## src/rtl/booth_pkg.sv

```systemverilog
// Shared types and elaboration helpers for the Booth multiplier sequencer.
package booth_pkg;

  // Default operand width of the multiplier datapath.
  localparam int N_DEFAULT = 4;

  // Sequencer states: idle/accepting, core load, core run, result hold.
  typedef enum logic [1:0] {
    IDLE = 2'd0,
    LOAD = 2'd1,
    RUN  = 2'd2,
    HOLD = 2'd3
  } state_t;

  // Run cycles the shift-add core needs after load release.
  function automatic int lat_for(input int n);
    return n + 32'sd1;
  endfunction

  // Width of the run counter able to hold values up to lat.
  function automatic int cnt_width(input int lat);
    return $clog2(lat + 32'sd1);
  endfunction

endpackage

```

## src/rtl/booth_seq_ctrl.sv

```systemverilog
// Sequencer wrapping a handshake-less shift-add Booth multiplier core:
// accepts an operand pair, holds the core in load, releases it for exactly
// LAT cycles, captures the product and presents it with full backpressure.
module booth_seq_ctrl
  import booth_pkg::*;
#(
  parameter int N   = N_DEFAULT,
  parameter int LAT = lat_for(N)
) (
  input  logic             clk,
  input  logic             rst,
  input  logic             op_valid,
  output logic             op_ready,
  input  logic [N-1:0]     op_mr,
  input  logic [N-1:0]     op_md,
  output logic             mul_load,
  output logic [N-1:0]     mul_mr,
  output logic [N-1:0]     mul_md,
  input  logic [2*N-1:0]   mul_prod,
  output logic             res_valid,
  input  logic             res_ready,
  output logic [2*N-1:0]   res_data,
  output logic             busy
);

  localparam int CW = cnt_width(LAT);
  // The run exit compares against LAT-1 only, so the counter never needs
  // saturation logic: it is cleared outside RUN.
  localparam logic [CW-1:0] CNT_LAST = CW'(LAT - 1);

  if (N < 2) begin : g_n_check
    $error("booth_seq_ctrl: N must be at least 2");
  end
  if (LAT < 1) begin : g_lat_check
    $error("booth_seq_ctrl: LAT must be at least 1");
  end

  state_t            state_r;
  state_t            state_next_s;
  logic [CW-1:0]     cnt_r;
  logic [N-1:0]      mr_r;
  logic [N-1:0]      md_r;
  logic [2*N-1:0]    res_data_r;
  logic              accept_s;
  logic              capture_s;

  // Next-state decode plus the accept and capture strobes.
  always_comb begin
    state_next_s = state_r;
    accept_s     = 1'b0;
    capture_s    = 1'b0;
    case (state_r)
      IDLE: begin
        if (op_valid) begin
          state_next_s = LOAD;
          accept_s     = 1'b1;
        end else begin
          state_next_s = IDLE;
        end
      end
      LOAD: begin
        state_next_s = RUN;
      end
      RUN: begin
        if (cnt_r == CNT_LAST) begin
          state_next_s = HOLD;
          capture_s    = 1'b1;
        end else begin
          state_next_s = RUN;
        end
      end
      HOLD: begin
        if (res_ready) begin
          state_next_s = IDLE;
        end else begin
          state_next_s = HOLD;
        end
      end
      default: begin
        state_next_s = IDLE;
      end
    endcase
  end

  // State register.
  always_ff @(posedge clk or negedge rst) begin
    if (!rst) begin
      state_r <= IDLE;
    end else begin
      state_r <= state_next_s;
    end
  end

  // Run-cycle counter: counts only while the core is released.
  always_ff @(posedge clk or negedge rst) begin
    if (!rst) begin
      cnt_r <= '0;
    end else if (state_r == RUN) begin
      cnt_r <= cnt_r + CW'(1);
    end else begin
      cnt_r <= '0;
    end
  end

  // Operand latches: written only on the acceptance edge so the core
  // inputs stay stable through LOAD, RUN and HOLD.
  always_ff @(posedge clk or negedge rst) begin
    if (!rst) begin
      mr_r <= '0;
      md_r <= '0;
    end else if (accept_s) begin
      mr_r <= op_mr;
      md_r <= op_md;
    end else begin
      mr_r <= mr_r;
      md_r <= md_r;
    end
  end

  // Result register: samples the core product on the last run cycle and
  // stays frozen until the next capture.
  always_ff @(posedge clk or negedge rst) begin
    if (!rst) begin
      res_data_r <= '0;
    end else if (capture_s) begin
      res_data_r <= mul_prod;
    end else begin
      res_data_r <= res_data_r;
    end
  end

  // Outputs are the latches above or decodes of the registered state.
  assign mul_mr    = mr_r;
  assign mul_md    = md_r;
  assign res_data  = res_data_r;
  assign op_ready  = (state_r == IDLE);
  assign mul_load  = (state_r != RUN);
  assign res_valid = (state_r == HOLD);
  assign busy      = (state_r != IDLE);

endmodule
```

## config.mk

```make
export PLATFORM = sky130hd
export DESIGN_NAME = booth_seq_ctrl
export DESIGN_NICKNAME = d
export VERILOG_FILES = /design/src/rtl/booth_pkg.sv /design/src/rtl/booth_seq_ctrl.sv
export SDC_FILE = /design/constraint.sdc
export NUM_CORES = 1
export LEC_CHECK = 0
export CAP_MARGIN = 40
export CORE_MARGIN = 1
export CORE_UTILIZATION = 29
export DETAILED_ROUTE_END_ITERATION = 12
export PLACE_DENSITY = 0.69
export SETUP_SLACK_MARGIN = 0.3
export SYNTH_ARGS = -nofsm -noshare
export SYNTH_HDL_FRONTEND = slang
export SYNTH_SLANG_ARGS = --single-unit
```

## constraint.sdc

```tcl
create_clock -name clk -period 1.52 [get_ports clk]
set_input_delay 0.304 -clock clk [delete_from_list [all_inputs] [get_ports clk]]
set_output_delay 0.304 -clock clk [all_outputs]
set_load 0.02 [all_outputs]
```

==> metrics.txt, run 1 <==
max-cap violations 0; Area Overhead vs Synth 62.5%; Max-slew headroom 82.4%; Antenna Cells 0; total CTS buffers 3; cell chosen for the clock root clkbuf_4; largest net degree at the start of global routing 22; Yosys reg bits 21; fin cells 136; initial antenna violation count 0; startpoint type of the worst setup path flip-flop; min cycle time layout 1.46 ns; Die Wd 56.1 um; Tot GR Track Use 11.7%; final wirelength 1730 um; post-synth cell types 13; Fmax 0.683 GHz; ranking of synthesized cells by area dfrtp_1, mux2_2, ha_1; post-synthesis net count 78; CP endpoint kind output pin; Max Slew Vio Count 0; routed vias 613; reg2reg path depth 4; Storage cell area 528 sq um; CTS H-tree depth 1; synthesized-area fraction occupied by adder cells 2.95%; reg2reg setup slack 0.13 ns; Critical path destination mul_load; share of layout cells above drive strength 1 51.4%; Clk Latency, worst-skew pair 0.30 ns; Power Dens Cells 2150 nW/um^2; Worst IR Drop VDD 1260 uV; footprint of the multi-input gates 347 sq um; period utilization 96.3%; GP Congestion 0.678; clk sink count 21; DR vias/cell 4.51; initial core utilization 30.8%; WP data required 1.22 ns; xor and xnor area share after synthesis 1.03%; Iteration-0 DRC Markers 2; Avg Cell Area, Syn 15.1 sq um; largest family of logic cells by synthesized area multiplexers; Leakage 0.000659 uW; Crit Path Category reg -> out; Synth top area share 61.9%; pre-CTS setup slack -0.0843 ns; Detail Route Antenna Nets 0; CTS tree yes; reg-to-reg endpoint mul_md[2]; post-synthesis sequential area ratio 61.9%; simple-gate share of the synthesized area 9.14%; I/O pins 40; Placed Cells 132; global-route wire length before repair 2880 um; post-synthesis mux area share 21.2%; Worst-Margin Slew 0.265 ns; Setup WS post-layout 0.0555 ns; PortBufs 39; Finish-stage setup viols 0; Placeable Area 2760 sq um; crit path launch state_r[0]; cell taking the most area after synthesis dfrtp_1; final hold violations 0; Arr. time, crit path 1.16 ns; Fillers 247; Die Ht 56.1 um; commonest cells after routing, fill and taps aside dfrtp_1, clkdlybuf4s50_1, buf_6; Nets 128; Longest Clk Path Bufs 2; Synth Area in Compound Gates 1.47%; Clock Skew 0.00911 ns; Yosys warnings 0; drt pass-1 iters 3; RSZ-0062 raised after global routing true; Reg2Reg Launch Point state_r[0]; Avg WL per Cell 12.7 um; hold slack final 0.317 ns; grt total ovfl 0; Syn Std Cell Area 848 sq um; CP Max Fanout 5; Site Rows 19; status completed; Post-DP HPWL 1280 um; Clock transition at path regs 0.12 ns; DRC violations left 0; cell count after synthesis 56; Die Area 3150 sq um; number of global-route vias before repair 635; Min-Delay Path Class in -> async
stage by stage:
step	utilization, %	setup TNS (ns)	cell area (sq um)	power (uW)
finish	50.0	0	1380	2970
global route	50.0	-0.0118	1380	3150
CTS	46.7	0	1290	2730
detailed placement	48.6	-0.598	1340	2670
global placement	48.6	-0.514	1340	2630
floorplan	-	0	853	1840
per-layer routing:
metal	track usage (%)	up-vias	wire (um)
met4	4.18	0	4
met3	4.19	2	141
met1	13.8	299	696
met5	0	-	0
met2	19.6	26	883
li1	-	286	-
flip-flops by register name (all words and copies together) (netlist names):
signal    flops
mul_mr        4
mul_md        4
state_r       2
cnt_r         3
res_data      8
critical path, cell delays in order, from the launching register on:
cell     delay (ns)
dfrtp_2        0.46
or2b_1         0.26
buf_6          0.14
worst min path at each step:
stage / depth (start not counted) / endpoint / from / slack (ns)
2_1_floorplan: 0 / cnt_r[0] / rst / 0.008
3_3_place_gp: 1 / cnt_r[0] / cnt_r[0] / 0.44
3_5_place_dp: 1 / cnt_r[0] / cnt_r[0] / 0.46
4_1_cts: 2 / res_data[0] / rst / 0.31
5_1_grt: 2 / res_data[6] / rst / 0.33
6_report: 2 / res_data[0] / rst / 0.32
cells in the mapped netlist (all sizes together):
cell type	instances
dfrtp	21
inv	5
ha	2
mux2	16
nor2	4
nor3b	1
a21oi	1
nand2	1
nand4b	1
or2b	1
or3b	1
o211ai	1
xnor2	1
repair_timing:
item                                    4_1_cts  5_1_grt
endpoints found under the setup margin       37       27
resized for setup                            85       29
pin swaps                                     2        0
buffers inserted                              0        0
gates cloned                                  0        0
hold buffers                                  0        0
area by class of cell:
| cell class | count | area share [%] |
|---|---|---|
| clock inverter | 1 | 0.544 |
| tap | 31 | 2.81 |
| sequential | 21 | 38.3 |
| clock buffer | 3 | 1.63 |
| inverter | 5 | 1.36 |
| multi-input combinational | 30 | 25.1 |
| timing repair buffer | 45 | 30.2 |
where the power goes:
group | internal, uW | switching [uW]
Sequential | 846 | 211
Clock | 100 | 173
Combinational | 895 | 741
Total | 1840 | 1120
cell families after synthesis:
logic type / count (synthesis)
XOR/XNOR: 1
buffers and inverters: 5
multiplexers: 16
AND/OR/NAND/NOR: 9
adder cells (fa/ha/maj): 2
AO/OA/AOI/OAI: 2
flip-flops: 21
No activity file was read; power rests on OpenSTA's default activity.
==> run 2, diff against run 1 <==
- CORE_UTILIZATION: 29 -> 32
- HOLD_SLACK_MARGIN: default -> 0.12
- PLACE_DENSITY: 0.69 -> 0.74
- clock period: 1.52 -> 1.6 ns (I/O delays scaled with it)
==> run 2 against run 1 <==
Global-route usage rose by 3.0 points. Hold slack improved by 0.022 ns. Sequential share of layout area up 0.63 points. Combinational power shrank 9%. Non-clock buffer count increased by 3. Final cell count increased by 2.2%. Critical path depth is the same. Final area decreased by 2.1%. Clock skew decreased by 0.00092 ns. Critical path type unchanged. Largest cell class unchanged. Largest power group unchanged.
==> metrics.txt, run 2 (synthesis results as in run 1) <==
status completed; met3 global-route usage 6.32% (+2.1 points); Nets 132 (+3.1%); largest net degree at the start of global routing 22 (unchanged); share of layout cells above drive strength 1 51.4% (-0.052 points); reg-to-reg endpoint mul_md[3]; period utilization 90.9%; Worst IR Drop VDD 1110 uV (-12%); number of global-route vias before repair 695 (+9.4%); WP data required 1.28 ns (+0.06 ns); Antenna Cells 0 (unchanged); Die Area 2860 sq um (-9.1%); Critical path destination mul_load; reg2reg path depth 4 (unchanged); commonest non-fill, non-tap cell in the layout dfrtp_1; RSZ-0062 raised after global routing true; drt pass-1 iters 2 (-1); commonest cells after routing, fill and taps aside dfrtp_1, clkdlybuf4s50_1, mux2_2, buf_2, buf_4; PortBufs 39 (unchanged); Leakage 0.000643 uW (-2.3%); min cycle time layout 1.46 ns; Finish-stage setup viols 0 (unchanged); CP Max Fanout 4 (-1); Max-slew headroom 82.5% (+0.18 points); startpoint type of the worst setup path flip-flop; Post-DP HPWL 1270 um (-1.2%); clk sink count 21 (unchanged); Power Dens Cells 2010 nW/um^2 (-6.5%); Crit Path Category reg -> out; final hold violations 0 (unchanged); Longest Clk Path Bufs 2 (unchanged); CP endpoint kind output pin; initial antenna violation count 0 (unchanged); reg2reg setup slack 0.21 ns (+0.08 ns); Placed Cells 130 (-1.5%); crit path launch state_r[0]; Clock transition at path regs 0.12 ns (about the same); Area Overhead vs Synth 59.1%; Clk Latency, worst-skew pair 0.30 ns (about the same); I/O pins 40 (unchanged); Die Ht 53.5 um (-4.6%); Placeable Area 2500 sq um (-9.3%); Die Wd 53.5 um (-4.6%); CTS tree yes; met1 usage in global routing 14.9% (+1.1 points); final non-filler cell area 1350 sq um (-2.1%); final wirelength 1790 um (+3.5%); post-layout util 54.0% (+4.0 points); Clock Skew 0.00819 ns (-0.000925 ns); Worst-Margin Slew 0.262 ns (-0.00269 ns); Avg WL per Cell 12.8 um (+1.2%); Iteration-0 DRC Markers 1 (-1); grt total ovfl 0 (unchanged); GR peak layer met2; cell chosen for the clock root clkbuf_4; fin cells 139 (+2.2%); initial core utilization 33.9% (+3.2 points); Reg2Reg Launch Point state_r[0]; Tot GR Track Use 14.8% (+3.0 points); total CTS buffers 3 (unchanged); Max Slew Vio Count 0 (unchanged); Site Rows 18 (-1); DR vias/cell 4.55 (+1.0%); placed inst area 1330 sq um (-0.84%); Arr. time, crit path 1.14 ns (-0.02 ns); met2 GRT Util 26.5% (+6.9 points); routed vias 633 (+3.3%); CP Cell Sequence or2b_1 -> buf_6; max FFs per register 8 (unchanged); GP Congestion 0.699 (+3.1%); global-route wire length before repair 2950 um (+2.4%); Fin Setup TNS 0 ns (unchanged); Fmax 0.687 GHz; CTS H-tree depth 1 (unchanged); DRC violations left 0 (unchanged); CP max stage cell dfrtp_1; Min-Delay Path Class in -> async; max-cap violations 0 (unchanged); Detail Route Antenna Nets 0 (unchanged); CP max stage delay 0.43 ns (-0.03 ns)
[run 2: cell count changes in the layout (fill, tap and decap cells not counted), sizes merged]
cell    before  now
buf         26   29
nand4b       1    2
[run 2: report_power, final]
part	internal, uW	total (uW)	switching [uW]	leakage (uW)
combinational	749	1490	745	0.000379
sequential	798	960	163	0.000250
clock	95.2	260	165	0.0000139
[run 2: worst min-delay path by stage]
stage / startpoint / to / slack, ns
after global placement: cnt_r[0] / cnt_r[0] / 0.45
after detailed placement: cnt_r[0] / cnt_r[0] / 0.46
after CTS: rst / res_data[0] / 0.34
after global routing: rst / res_data[0] / 0.36
final: rst / res_data[6] / 0.34
after floorplan: rst / cnt_r[0] / 0.02
[run 2: cell type report]
| class | count | area (sq um) |
|---|---|---|
| Tap cell | 30 | 37.5 |
| Clock inverter | 1 | 7.51 |
| Clock buffer | 3 | 22.5 |
| Inverter | 5 | 18.8 |
| Multi-Input combinational cell | 31 | 343 |
| Timing Repair Buffer | 48 | 395 |
| Fill cell | 229 | 1150 |
| Sequential cell | 21 | 526 |
[run 2: stage by stage]
stage	total power (uW)	setup WS, ns	hold slack [ns]
floorplan	1740	0.293	0.0244
global placement	2470	0.00222	0.445
detailed placement	2510	-0.0135	0.460
CTS	2760	0.133	0.340
global route	2890	0.100	0.357
finish	2710	0.145	0.338
[run 2: worst max-delay path: cells and delay by family, from the launching register on]
kind / cells / cell delay, ns
buf+inv: 1 / 0.14
flops: 1 / 0.43
simple gates: 1 / 0.27
[run 2: repair_timing]
| action | CTS | global route |
|---|---|---|
| endpoints found under the setup margin | 35 | 32 |
| gates resized for setup | 78 | 14 |
| pin swaps | 4 | 1 |
| hold buffers | 0 | 0 |
| endpoints found under the hold margin | 0 | 0 |
| setup buffers | 1 | 3 |
| cloned | 1 | 0 |
[run 2: metal layers]
layer | routed length, um | part of all wire, %
met1 | 700 | 39
met2 | 908 | 51
met3 | 169 | 9.5
met4 | 7 | 0.39
met5 | 0 | 0
